**config.mk**
```make
export PLATFORM = sky130hd
export DESIGN_NAME = alu_flags_stage
export DESIGN_NICKNAME = d
export VERILOG_FILES = /design/src/rtl/alu_flags_stage.sv
export SDC_FILE = /design/constraint.sdc
export NUM_CORES = 1
export LEC_CHECK = 0
export ABC_AREA = 1
export BUFFER_PORTS_ARGS = -buffer_cell sky130_fd_sc_hd__buf_2
export CAP_MARGIN = 20
export CORE_MARGIN = 4
export CORE_UTILIZATION = 54
export CTS_CLUSTER_DIAMETER = 60
export DETAILED_ROUTE_END_ITERATION = 6
export PLACE_DENSITY = 0.77
export SLEW_MARGIN = 20
export SYNTH_ARGS = -nofsm -noshare
export SYNTH_HDL_FRONTEND = slang
export SYNTH_SLANG_ARGS = --single-unit
```
**constraint.sdc**
```tcl
create_clock -name clk -period 1.72 [get_ports clk]
set_input_delay 0.086 -clock clk [delete_from_list [all_inputs] [get_ports clk]]
set_output_delay 0.086 -clock clk [all_outputs]
set_load 0.02 [all_outputs]
```
**src/rtl/alu_flags_stage.sv**
```systemverilog
// rtl/alu_flags_stage.sv - adder result/NZCV flag stage with 2-entry output buffer
module alu_flags_stage #(
  parameter int WIDTH = 32
) (
  input  logic             clk,
  input  logic             rst_n,
  input  logic             flush,
  input  logic             in_valid,
  output logic             in_ready,
  input  logic [WIDTH-1:0] in_sum,
  input  logic             in_cout,
  input  logic             in_a_msb,
  input  logic             in_b_msb,
  input  logic             in_op,
  input  logic             in_setf,
  output logic             out_valid,
  input  logic             out_ready,
  output logic [WIDTH-1:0] out_result,
  output logic [3:0]       out_nzcv,
  output logic [3:0]       flags_nzcv,
  output logic             flag_c
);

  logic [WIDTH-1:0] res_q [0:1];
  logic [3:0]       nzcv_q [0:1];
  logic             head_q, head_d;
  logic             tail_q, tail_d;
  logic [1:0]       count_q, count_d;
  logic [3:0]       flags_q, flags_d;

  logic             push, pop;
  logic             n_new, z_new, c_new, v_new;
  logic [3:0]       nzcv_new;

  // Ready depends only on registered occupancy, never on out_ready.
  assign in_ready  = (count_q < 2'd2);
  assign out_valid = (count_q != 2'd0);

  // Flush cancels both a same-cycle accept and a same-cycle pop.
  assign push = in_valid && in_ready && !flush;
  assign pop  = out_valid && out_ready && !flush;

  // NZCV derivation; for subtract the operand b is un-inverted, so the
  // overflow test compares sign bits for inequality instead of equality.
  always_comb begin
    n_new = in_sum[WIDTH-1];
    z_new = (in_sum == '0);
    c_new = in_cout;
    if (in_op) begin
      v_new = (in_a_msb != in_b_msb) && (in_sum[WIDTH-1] != in_a_msb);
    end else begin
      v_new = (in_a_msb == in_b_msb) && (in_sum[WIDTH-1] != in_a_msb);
    end
    nzcv_new = {n_new, z_new, c_new, v_new};
  end

  // Pointer, occupancy and architectural flag next-state.
  always_comb begin
    count_d = count_q;
    head_d  = head_q;
    tail_d  = tail_q;
    flags_d = flags_q;
    if (flush) begin
      count_d = 2'd0;
      head_d  = 1'b0;
      tail_d  = 1'b0;
    end else begin
      if (push) tail_d = ~tail_q;
      if (pop)  head_d = ~head_q;
      case ({push, pop})
        2'b10:   count_d = count_q + 2'd1;
        2'b01:   count_d = count_q - 2'd1;
        default: count_d = count_q;
      endcase
      if (push && in_setf) flags_d = nzcv_new;
    end
  end

  // Control and flag registers.
  always_ff @(posedge clk or negedge rst_n) begin
    if (!rst_n) begin
      count_q <= 2'd0;
      head_q  <= 1'b0;
      tail_q  <= 1'b0;
      flags_q <= 4'd0;
    end else begin
      count_q <= count_d;
      head_q  <= head_d;
      tail_q  <= tail_d;
      flags_q <= flags_d;
    end
  end

  // Entry storage; cleared on reset so the head reads as zero afterwards.
  always_ff @(posedge clk or negedge rst_n) begin
    if (!rst_n) begin
      for (int i = 0; i < 2; i++) begin
        res_q[i]  <= '0;
        nzcv_q[i] <= 4'd0;
      end
    end else if (push) begin
      res_q[tail_q]  <= in_sum;
      nzcv_q[tail_q] <= nzcv_new;
    end
  end

  assign out_result = res_q[head_q];
  assign out_nzcv   = nzcv_q[head_q];
  assign flags_nzcv = flags_q;
  assign flag_c     = flags_q[1];

endmodule

```
==> impl_metrics.py <==
metrics = {
    "layout": {
        "area_growth_pct": 22.4,
        "layout_common_cells": "nand2_1, buf_2, dfrtp_1",
        "n_antenna_cell": 0,
        "drive_gt1_share_pct": 21.6,
        "mostFrequentLayoutCell": "nand2_1",
        "nFillCells": 538,
        "seq_area_um2": 1950,
        "multi_input_area_um2": 1360,
        "final_nets": 603,
    },
    "sta": {
        "relSlewSlack_pct": 56.6,
        "fin_setup_tns_ns": 0,
        "timing.final.crit_share_pct": 88.7,
        "maxSlewViolCount": 0,
        "hold_viol_final": 0,
        "tightest_slew_ns": 0.650,
        "period_needed_ns": 1.53,
        "setup_viol_count_final": 0,
        "timing.final.ws_setup_ns": 0.195,
        "rsz0062_at_grt": "no",
        "clock_skew_ns": 0.0103,
        "fmax_mhz": 656,
    },
    "floorplan": {
        "num_rows": 29,
        "die_h_um": 90.2,
        "io_pins": 85,
        "die_w_um": 90.2,
        "die_area_um2": 8140,
        "start_util_pct": 56.5,
        "fp.coreArea_um2": 6460,
    },
    "power_and_ir_drop": {
        "p_int_uw": 4540,
        "p_sw_share_pct": 38.7,
        "power_leakage_uw": 0.00248,
        "pwr-share-clk_pct": 21.2,
        "power_density_nw_per_um2": 1660,
        "switching_power_uw": 2860,
        "ir_worst_vdd_mv": 0.977,
        "power_frac_comb_pct": 38.7,
        "seqPwrFrac_pct": 40.1,
    },
    "setup_path": {
        "crit_fanout": 23,
        "r2r_slack_ns": 0.20,
        "cp.required_ns": 1.63,
        "end_kind": "output port",
        "worstPathArrival_ns": 1.44,
        "worstSetupPathType": "flop to output port",
        "worst_setup_path_start_kind": "flop",
    },
    "yosys": {
        "syn_nets": 509,
        "syn_area_per_cell_um2": 7.82,
        "syn_inst": 467,
        "async_flop_share_pct": 100,
        "yosys-top-cells-area": "dfrtp_1, nand2_1, o21ai_1, inv_1, o21ai_0",
        "synthFlopType": "dfrtp_1",
        "synth_area_um2": 3650,
        "synth-edff-count": 0,
        "synth_top_area_share_pct": 53.5,
        "synth_top_area_cell": "dfrtp_1",
        "yosys_register_bits": 78,
        "yosysSeqAreaShare_pct": 53.5,
        "yosysWarnings": 0,
        "synth.distinct_cells": 19,
    },
    "placed_design": {
        "dp_hpwl_um": 5550,
        "portBuffers": 84,
        "post-place-ws_ns": 0.209,
        "routabilityCongestion": 0.768,
    },
    "clock_tree": {
        "numCtsBuffers": 9,
        "root_buffer": "clkbuf_8",
        "cts.sink_count": 78,
        "cts_buffer_depth": 2,
        "clk_latency_ns": 0.34,
        "clkTransAtPathRegs_ns": 0.08,
        "tritoncts": "yes",
        "htreeDepth": 3,
        "post_cts_buffers": 0,
    },
    "global_routing": {
        "grt_util_met3_pct": 3.51,
        "met2_usage_pct": 34.1,
        "grtUsageTotal_pct": 21.4,
        "antenna_found_initial": 0,
        "grt_pass1_wl_um": 14200,
        "grt_overflow": 0,
        "grt_max_degree": 49,
        "grt_pass1_vias": 3093,
        "use_met1_pct": 29.6,
        "gr-max-usage-layer": "met2",
    },
    "route": {
        "wl_um": 8250,
        "wl_per_cell_um": 12.8,
        "first_pass_iters": 4,
        "vias": 3168,
        "ant_nets": 0,
        "drc": 0,
        "drt_iter0_markers": 221,
        "viasPerCell": 4.93,
    },
    "run": {
        "cap_viol_max_count": 0,
    },
    "run_status": {
        "status": "finished, final reports clean",
    },
    "min_path": {
        "worstHoldPathType": "primary input to flop",
    },
}
-- final cells by class --
cell class | instances | share of cell area (%)
Inverter | 45 | 3.78
Tap cell | 77 | 2.16
Timing Repair Buffer | 106 | 14.6
Clock buffer | 13 | 3.78
Multi-Input combinational cell | 321 | 30.5
Clock inverter | 3 | 1.46
Sequential cell | 78 | 43.7
-- cells by family after synthesis --
logic type	Yosys count	share of synthesized area [%]
simple gates	244	25.7
flops	78	53.5
compound gates	76	11.3
buf+inv	68	9.26
xor+xnor	1	0.240
-- layer usage --
metal	vias up	wire length, um	share of wire (%)
met5	-	0	0
met4	0	113	1.4
met3	13	438	5.3
met2	95	3880	47
met1	1444	3820	46
li1	1616	-	-
-- cells in the mapped netlist (2+ instances only) --
master,count
o21ai_2,8
nand2_1,213
clkbuf_1,6
buf_4,2
nor2_1,25
buf_6,9
inv_1,41
buf_2,6
nand3_1,2
inv_2,4
a21oi_1,2
dfrtp_1,78
nor2_4,2
o21ai_1,38
o21ai_0,27
-- registers in the layout, indices dropped and copies added (netlist names) --
signal      count
nzcv_q          6
flags_nzcv      4
head_q          1
res_q          64
tail_q          1
count_q         2
-- worst max-delay path, cell delays in order (launching register included) --
cell     delay, ns
dfrtp_1       0.38
buf_4         0.22
o21ai_0       0.29
buf_2         0.23
-- worst paths after layout --
kind | cells past startpoint | end | startpoint
setup / recovery | 3 | out_result[22] | head_q$_DFFE_PN0P_
hold / removal | 3 | res_q[45]$_DFFE_PN0P_ | in_sum[13]
setup reg to reg | 8 | res_q[6]$_DFFE_PN0P_ | count_q[1]$_DFFE_PN0P_
hold reg to reg | 2 | res_q[22]$_DFFE_PN0P_ | res_q[22]$_DFFE_PN0P_
max in group asynchronous | 3 | res_q[30]$_DFFE_PN0P_ | rst_n
min in group asynchronous | 2 | res_q[3]$_DFFE_PN0P_ | rst_n
-- metrics by stage --
step,util (%),instance area [um^2],instances,total power [uW],hold WS (ns)
final,69.2,4470,643,7410,0.0229
after floorplan,-,3650,467,4960,-0.210
after global routing,69.2,4470,643,7970,0.0117
after global placement,63.2,4080,612,5740,0.0448
after CTS,69.1,4460,643,7430,0.00882
after detailed placement,63.2,4080,612,5830,0.0525
-- timing repair --
| item | in CTS | in global routing |
|---|---|---|
| resized for setup | 0 | 1 |
| endpoints found under the hold margin | 54 | 0 |
| hold buffers | 15 | 0 |
| endpoints found under the setup margin | 0 | 1 |
-- power groups by stage --
stage	clock [uW]	sequential, uW	combinational (uW)
final	1570	2970	2870
after CTS	1590	2960	2880
after global placement	0	2970	2770
after global routing	1680	3060	3230
after floorplan	0	2940	2020
after detailed placement	0	2990	2840
(Power assumes the default switching activity.)
